**src/rtl/calc_pkg.sv**
```systemverilog
// calc_display shared types and constants.
// Status codes and active-low segment glyphs.
package calc_pkg;

  typedef logic [6:0] seg_t;

  localparam logic [1:0] STATUS_ERR   = 2'b00;
  localparam logic [1:0] STATUS_BUSY  = 2'b01;
  localparam logic [1:0] STATUS_READY = 2'b10;

  localparam seg_t SEG_BLANK = 7'h7F;
  localparam seg_t SEG_DASH  = 7'h3F;
  localparam seg_t SEG_E     = 7'h06;
  localparam seg_t SEG_R     = 7'h2F;

  typedef enum logic [1:0] {
    GLY_NONE = 2'd0,
    GLY_E    = 2'd1,
    GLY_R    = 2'd2
  } glyph_t;

endpackage

```
**src/rtl/seg7_decoder.sv**
```systemverilog
// Seven-segment glyph decoder, active-low {g,f,e,d,c,b,a}.
// Override glyph wins over blank, blank wins over value.
module seg7_decoder
  import calc_pkg::*;
(
  input  logic [3:0] value,
  input  logic       blank,
  input  glyph_t     glyph,
  output seg_t       seg
);

  seg_t digit;

  // BCD value to glyph; 10..15 render as a dash
  always_comb begin
    digit = SEG_DASH;
    unique case (value)
      4'd0: digit = 7'h40;
      4'd1: digit = 7'h79;
      4'd2: digit = 7'h24;
      4'd3: digit = 7'h30;
      4'd4: digit = 7'h19;
      4'd5: digit = 7'h12;
      4'd6: digit = 7'h02;
      4'd7: digit = 7'h78;
      4'd8: digit = 7'h00;
      4'd9: digit = 7'h10;
      default: digit = SEG_DASH;
    endcase
  end

  // select override, blank or digit
  always_comb begin
    if (glyph == GLY_E)
      seg = SEG_E;
    else if (glyph == GLY_R)
      seg = SEG_R;
    else if (blank)
      seg = SEG_BLANK;
    else
      seg = digit;
  end

endmodule

```
**src/rtl/calc_display.sv**
```systemverilog
// Calculator display receiver: capture, commit,
// error latch and multiplexed seven-segment scan.
module calc_display
  import calc_pkg::*;
#(
  parameter int NUM_DIGITS    = 8,
  parameter int REFRESH_DIV   = 100000,
  parameter bit BLANK_LEADING = 1'b1
) (
  input  logic                  clock,
  input  logic                  reset,
  input  logic [1:0]            status,
  input  logic [3:0]            data,
  input  logic [3:0]            pos,
  output logic [NUM_DIGITS-1:0] an,
  output seg_t                  seg,
  output logic                  dp,
  output logic                  frame_done,
  output logic                  frame_drop,
  output logic                  err
);

  localparam int IW =
    (NUM_DIGITS > 1) ? $clog2(NUM_DIGITS) : 1;
  localparam int CW = $clog2(REFRESH_DIV);

  logic [3:0]            shadow [NUM_DIGITS];
  logic [3:0]            disp   [NUM_DIGITS];
  logic [NUM_DIGITS-1:0] seen;
  logic [1:0]            prev;
  logic [CW-1:0]         cnt;
  logic [IW-1:0]         scan;

  logic                  cap;
  logic                  commit;
  logic                  full;
  logic [IW-1:0]         pidx;
  logic [NUM_DIGITS-1:0] zero_above;
  logic                  acc;
  logic                  blank_cur;
  glyph_t                gly;
  seg_t                  seg_nxt;

  assign dp   = 1'b1;
  assign pidx = pos[IW-1:0];
  assign full = &seen;

  assign cap =
    (status == STATUS_ERR || status == STATUS_BUSY) &&
    (32'(pos) < NUM_DIGITS);

  assign commit =
    (prev == STATUS_ERR || prev == STATUS_BUSY) &&
    (status == STATUS_READY);

  // capture into shadow, commit full frames, pulse outcome
  always_ff @(posedge clock or negedge reset) begin
    if (!reset) begin
      for (int i = 0; i < NUM_DIGITS; i++) begin
        shadow[i] <= '0;
        disp[i]   <= '0;
      end
      seen       <= '0;
      prev       <= STATUS_READY;
      frame_done <= 1'b0;
      frame_drop <= 1'b0;
    end else begin
      prev       <= status;
      frame_done <= commit && full;
      frame_drop <= commit && !full;
      if (cap) begin
        shadow[pidx] <= data;
        seen[pidx]   <= 1'b1;
      end
      if (commit) begin
        seen <= '0;
        if (full) disp <= shadow;
      end
    end
  end

  // sticky error flag
  always_ff @(posedge clock or negedge reset) begin
    if (!reset)
      err <= 1'b0;
    else if (status == STATUS_ERR)
      err <= 1'b1;
  end

  // refresh divider and scan index
  always_ff @(posedge clock or negedge reset) begin
    if (!reset) begin
      cnt  <= '0;
      scan <= '0;
    end else if (cnt == CW'(REFRESH_DIV - 1)) begin
      cnt <= '0;
      if (32'(scan) == NUM_DIGITS - 1)
        scan <= '0;
      else
        scan <= scan + IW'(1);
    end else begin
      cnt <= cnt + CW'(1);
    end
  end

  // zero_above[i]: every digit from i upward is zero
  always_comb begin
    zero_above = '0;
    acc        = 1'b1;
    for (int i = NUM_DIGITS - 1; i >= 0; i--) begin
      acc           = acc && (disp[i] == 4'd0);
      zero_above[i] = acc;
    end
  end

  // glyph selection for the scanned digit
  always_comb begin
    gly       = GLY_NONE;
    blank_cur = 1'b0;
    if (err) begin
      if (32'(scan) == 2)
        gly = GLY_E;
      else if (32'(scan) < 2)
        gly = GLY_R;
      else
        blank_cur = 1'b1;
    end else begin
      blank_cur = BLANK_LEADING &&
                  (scan != '0) &&
                  zero_above[scan];
    end
  end

  seg7_decoder u_dec (
    .value (disp[scan]),
    .blank (blank_cur),
    .glyph (gly),
    .seg   (seg_nxt)
  );

  // registered digit enable and segments
  always_ff @(posedge clock or negedge reset) begin
    if (!reset) begin
      an  <= '1;
      seg <= SEG_BLANK;
    end else begin
      an  <= ~(NUM_DIGITS'(1) << scan);
      seg <= seg_nxt;
    end
  end

endmodule

```
**config.mk**
```make
export PLATFORM = sky130hd
export DESIGN_NAME = calc_display
export DESIGN_NICKNAME = d
export VERILOG_FILES = /design/src/rtl/calc_pkg.sv /design/src/rtl/seg7_decoder.sv /design/src/rtl/calc_display.sv
export SDC_FILE = /design/constraint.sdc
export NUM_CORES = 1
export LEC_CHECK = 0
export CORE_MARGIN = 4
export CORE_UTILIZATION = 49
export DETAILED_ROUTE_END_ITERATION = 10
export MAX_ROUTING_LAYER = met4
export PLACE_DENSITY_LB_ADDON = 0.12
export SYNTH_ARGS = -nofsm -noshare
export SYNTH_HDL_FRONTEND = slang
export SYNTH_SLANG_ARGS = --single-unit
```
**constraint.sdc**
```tcl
create_clock -name clock -period 2.9 [get_ports clock]
set_clock_uncertainty 0.2 [all_clocks]
set_input_delay 0.58 -clock clock [delete_from_list [all_inputs] [get_ports clock]]
set_output_delay 0.58 -clock clock [all_outputs]
set_load 0.01 [all_outputs]
```
==> results.tsv, run 1 <==
metric	value	unit
HP Start	shadow[20]	
Startpoint Class	flip-flop	
class of the worst hold path	flip-flop to flip-flop	
critical path launch point	scan[0]	
Critical R2R Launch	scan[0]	
critical path endpoint category	flip-flop	
DR vias	2962	
Yosys cell types	45	
Core Footprint	0.00977	mm^2
Synth Area in Compound Gates	4.22	%
P_leak	2.50	nW
Setup TNS Final	0	ps
fin util	57.5	%
share of cells above drive strength 1	29.9	%
row count	36	
commonest non-fill, non-tap cell in the layout	dfrtp_1	
Gate Count Post-Synth	373	
final net count	438	
vias in the first global route	3021	
gr usage total	18.1	%
clock slew at reported path FFs	100	ps
CTS tree	done	
Post-Route WL	9180	um
DRC viols	0	
Worst EP required	3000	ps
Ports	31	
CP Max Fanout	9	
pin count of the biggest net entering global routing	86	
Worst VDD drop	0.416	mV
Final HPWL DP	6670	um
CP Class	flip-flop to flip-flop	
Seq/Total Area, Yosys	56.8	%
Max Slew Vio Count	0	
actual slew at the worst max-slew pin	870	ps
Layout Area Growth over Synthesis	14.1	%
pwr dens	495	mW/mm^2
post-synthesis xor/xnor area fraction	2.67	%
total CTS buffers	9	
Reg area	0.00280	mm^2
Max-slew headroom	41.5	%
vias per inst	5.38	
DIE HEIGHT	108	um
clk root buf	clkbuf_8	
yosys warns	0	
WP data arrival	2610	ps
Max Fclk	399	MHz
GPL Wtd Cong	0.853	
status	complete, no violations	
most frequent cells in the layout	dfrtp_1, mux2_2, clkdlybuf4s50_1	
Post-Place Setup Slack	328	ps
Initial Util	50.4	%
crit-path cells	inv_1, ha_1, nand2b_1, nand3_1, o41ai_1, o31ai_1, a31oi_1	
clock sinks	111	
Final period util	86.5	%
first-pass GRT wire length	15700	um
Clock Tree Buf Depth	2	
Mapped Nets	398	
number of port buffers	29	
simple-gate share of the synthesized area	9.78	%
antenna violations before repair	0	
# diodes	0	
setup repair after global routing missed its margin	false	
Final Hold Viols	0	
die area	0.0117	mm^2
area occupied by multi-input gates	0.00203	mm^2
# Max-Cap Violations	0	
Routed Antenna Nets	0	
Pre-antenna DRT Iters	4	
hold slack	311	ps
post-synthesis register bit count	111	
CP top delay family	compound AO/OA/AOI/OAI gates	
final setup fails	0	
mux cell area share after synthesis	21.0	%
critical path's slowest cell	dfrtp_1	
die width	108	um
main combinational cell family by area after synthesis	multiplexers	
htree depth	3	
Initial DRC Count	131	
synthesized-area fraction occupied by adder cells	3.30	%
gr ovfl total	0	
Final Worst Setup Slack	391	ps
post-detailed-route wirelength per cell	16.7	um
Mean Syn Cell Area	13.2	um^2
Clock Latency Late Sink	370	ps
Fillers	822	
Crit path largest cell delay	590	ps
PostCTS Resize Cnt	0	
Final min period	2510	ps
crit path buf inv count	1	
Post-Syn Area	0.00492	mm^2
[report_power, final]
group | leakage, nW | internal (W) | switching [W] | total, W
sequential | 1.41 | 0.00167 | 0.0000605 | 0.00173
clock | 0.0930 | 0.000325 | 0.000538 | 0.000863
combinational | 0.994 | 0.000107 | 0.0000832 | 0.000190
[path summary, 6_finish.rpt]
| path | to | slack [ps] | depth (start not counted) |
|---|---|---|---|
| worst min-delay path | shadow[20] | 310 | 1 |
| min in group asynchronous | cnt[6] | 450 | 2 |
| worst max register to register | seg[5] | 390 | 7 |
| worst min register to register | shadow[20] | 310 | 1 |
| max in group asynchronous | prev[1] | 1280 | 3 |
| worst max-delay path | seg[5] | 390 | 7 |
[cell usage after synthesis (all sizes together)]
cell    number  area [um^2]
inv          8         30.0
xnor2       10         87.6
nand4        7         43.8
ha          13          163
mux2i        5         50.1
xor2         5         43.8
nor2        22         82.6
a21oi       16         80.1
nor4bb       1         10.0
nand3b       1         7.51
clkinv       1         3.75
and4         1         8.76
and3         3         18.8
a31oi        3         18.8
nor3         7         40.0
o21ai        4         20.0
mux4        10          225
nor4         8         50.1
dfstp       16          420
nand2       25         93.8
nand2b       2         12.5
nand3       11         55.1
o211ai       1         7.51
and2         4         27.5
o211a        1         10.0
a211oi       1         7.51
o41ai        1         8.76
dfrtp       95         2380
conb         1         3.75
o21a         2         15.0
o31ai        2         20.0
clkbuf       2         7.51
nor2b        3         18.8
nor3b        1         12.5
o41a         1         11.3
mux2        67          758
o22a         1         8.76
buf         11         63.8
[sequential cells by signal, indices dropped and copies added, names as in the netlist, 3 cells and up]
signal,flops
shadow,32
seg,7
disp,32
an,8
scan,3
cnt,17
seen,8
[stage by stage]
stage / std cells / instance area, um^2 / power [W]
final: 551 / 5620 / 0.00278
after global routing: 551 / 5620 / 0.00292
after CTS: 551 / 5620 / 0.00282
after detailed placement: 534 / 5430 / 0.00195
after global placement: 534 / 5430 / 0.00194
after floorplan: 373 / 4920 / 0.00185
[kinds of logic after synthesis]
kind of cell / Yosys count
buffers and inverters: 22
adders and majority gates: 13
AOI/OAI and AO/OA: 33
DFF: 111
and+or+nand+nor: 96
xor gates and xnor gates: 15
other: 1
muxes: 82
[layout make-up]
| cell class | instances | area share (%) |
|---|---|---|
| well taps | 133 | 2.96 |
| flip-flops and latches | 111 | 49.8 |
| inverters | 9 | 0.601 |
| clock buffers | 9 | 2.20 |
| multi-input cells | 240 | 36.1 |
| repair buffers | 42 | 7.35 |
| clock inverters | 7 | 1.02 |
[what timing repair did]
action,4_1_cts,5_1_grt
endpoints found under the setup margin,0,0
hold buffers,1,0
setup buffers,0,0
hold endpoints to repair,11,0
[layer usage]
metal	up-vias	global-route usage (%)	wire, um
li1	1415	-	-
met1	1491	24.4	4340
met2	46	27.8	4380
met3	10	4.00	325
met4	0	5.14	135
met5	-	-	0
No activity file was read; power rests on OpenSTA's default activity.
==> run 2: changes to the inputs <==
--- a/config.mk
+++ b/config.mk
@@ -9,7 +9,9 @@
 export CORE_UTILIZATION = 49
 export DETAILED_ROUTE_END_ITERATION = 10
 export MAX_ROUTING_LAYER = met4
-export PLACE_DENSITY_LB_ADDON = 0.12
+export PLACE_DENSITY_LB_ADDON = 0.1
+export SKIP_CTS_REPAIR_TIMING = 1
+export SLEW_MARGIN = 20
 export SYNTH_ARGS = -nofsm -noshare
 export SYNTH_HDL_FRONTEND = slang
 export SYNTH_SLANG_ARGS = --single-unit
==> results.tsv, run 2 (synthesized netlist as in run 1, its figures left out) <==
metric	value	unit	change
class of the worst hold path	flip-flop to flip-flop		
critical path endpoint category	flip-flop		
gr ovfl total	0		unchanged
Worst VDD drop	0.588	mV	+41%
gr usage total	18.2	%	+0.097 points
clock sinks	111		unchanged
Final Worst Setup Slack	354	ps	-36.5 ps
vias in the first global route	3053		+1.1%
Layout Area Growth over Synthesis	15.1	%	
CP top delay family	compound AO/OA/AOI/OAI gates		
Final min period	2550	ps	+36.5 ps
DRC viols	0		unchanged
Initial DRC Count	116		-11%
WP data arrival	2640	ps	+30 ps
number of port buffers	29		unchanged
GPL Wtd Cong	0.852		-0.12%
post-detailed-route wirelength per cell	17.0	um	+1.7%
setup repair after global routing missed its margin	false		
Final Hold Viols	0		unchanged
clock slew at reported path FFs	110	ps	about the same
Worst EP required	2990	ps	about the same
row count	36		unchanged
P_leak	2.52	nW	+0.85%
r2r setup slk	350	ps	-40 ps
Clock Tree Buf Depth	2		unchanged
first-pass GRT wire length	15600	um	-0.57%
CTS tree	done		
Core Footprint	0.00977	mm^2	unchanged
fin util	58.0	%	+0.50 points
pin count of the biggest net entering global routing	44		-49%
Pre-antenna DRT Iters	4		unchanged
Final HPWL DP	6860	um	+2.8%
critical path's slowest cell	dfrtp_1		
crit path buf inv count	1		unchanged
hold slack	303	ps	-8.53 ps
CP Class	flip-flop to flip-flop		
total CTS buffers	9		unchanged
# diodes	0		unchanged
pwr dens	510	mW/mm^2	+3.2%
vias per inst	5.50		+2.4%
share of cells above drive strength 1	30.2	%	+0.33 points
die width	108	um	unchanged
htree depth	3		unchanged
Post-Route WL	9380	um	+2.1%
DR vias	3044		+2.8%
clk root buf	clkbuf_8		
Post-Place Setup Slack	366	ps	+37.8 ps
Final period util	87.8	%	+1.3 points
Routed Antenna Nets	0		unchanged
status	complete, no violations		
CP Max Fanout	9		unchanged
actual slew at the worst max-slew pin	912	ps	+41.6 ps
Max Fclk	393	MHz	-1.4%
# Max-Cap Violations	0		unchanged
Layout Cells excl Fill	553		+0.36%
Max-slew headroom	38.7	%	-2.8 points
placed cells	536		+0.37%
Clock Latency Late Sink	380	ps	about the same
Ports	31		unchanged
Startpoint Class	flip-flop		
top flop regs	disp (32), shadow (32), cnt (17)		
Max Slew Vio Count	0		unchanged
die area	0.0117	mm^2	unchanged
antenna violations before repair	0		unchanged
final setup fails	0		unchanged
Initial Util	50.4	%	unchanged
commonest non-fill, non-tap cell in the layout	dfrtp_1		
Crit path largest cell delay	570	ps	-20 ps
final net count	440		+0.46%
crit-path cells	inv_1, ha_1, nand2b_1, nand3_1, o41ai_1, o31ai_1, a31oi_1		
most frequent cells in the layout	dfrtp_1, mux2_2, clkdlybuf4s50_1		
Setup TNS Final	0	ps	unchanged
DIE HEIGHT	108	um	unchanged
==> run 2: path summary, 6_finish.rpt <==
check	from	to	cells after the start
worst max register to register	scan[0]	seg[0]	7
min in group asynchronous	reset	cnt[7]	2
worst min-delay path	shadow[6]	disp[6]	1
worst max-delay path	scan[0]	seg[0]	7
worst min register to register	shadow[6]	disp[6]	1
max in group asynchronous	reset	disp[5]	3
==> run 2: layout make-up <==
cell class,instances,area (um^2)
well taps,133,166
flip-flops and latches,111,2800
clock buffers,9,124
inverters,9,33.8
repair buffers,44,428
clock inverters,7,91.3
multi-input cells,240,2030
fillers,839,4110
==> run 2: per-layer routing <==
metal	GRT usage [%]	part of all wire, %	up-vias
li1	-	-	1414
met1	23.1	45	1548
met2	28.4	48	67
met3	4.78	4.4	15
met4	6.22	2.1	0
met5	-	0	-
==> run 2: report_power, final <==
group | internal [W] | switching [W]
Clock | 0.000419 | 0.000560
Combinational | 0.000109 | 0.0000839
Sequential | 0.00167 | 0.0000561
Total | 0.00219 | 0.000700
==> run 2: metrics by stage <==
step / total power, W / instance area, um^2
finish: 0.00289 / 5670
global route: 0.00302 / 5670
CTS: 0.00293 / 5660
detailed placement: 0.00195 / 5440
global placement: 0.00194 / 5440
floorplan: 0.00185 / 4920
==> run 3: changes to the inputs <==
--- a/config.mk
+++ b/config.mk
@@ -7,6 +7,7 @@
 export LEC_CHECK = 0
 export CORE_MARGIN = 4
 export CORE_UTILIZATION = 49
+export CTS_CLUSTER_SIZE = 10
 export DETAILED_ROUTE_END_ITERATION = 10
 export MAX_ROUTING_LAYER = met4
 export PLACE_DENSITY_LB_ADDON = 0.1
==> results of run 3 <==
No change in the layout: final DEF, timing and power equal those of run 2.
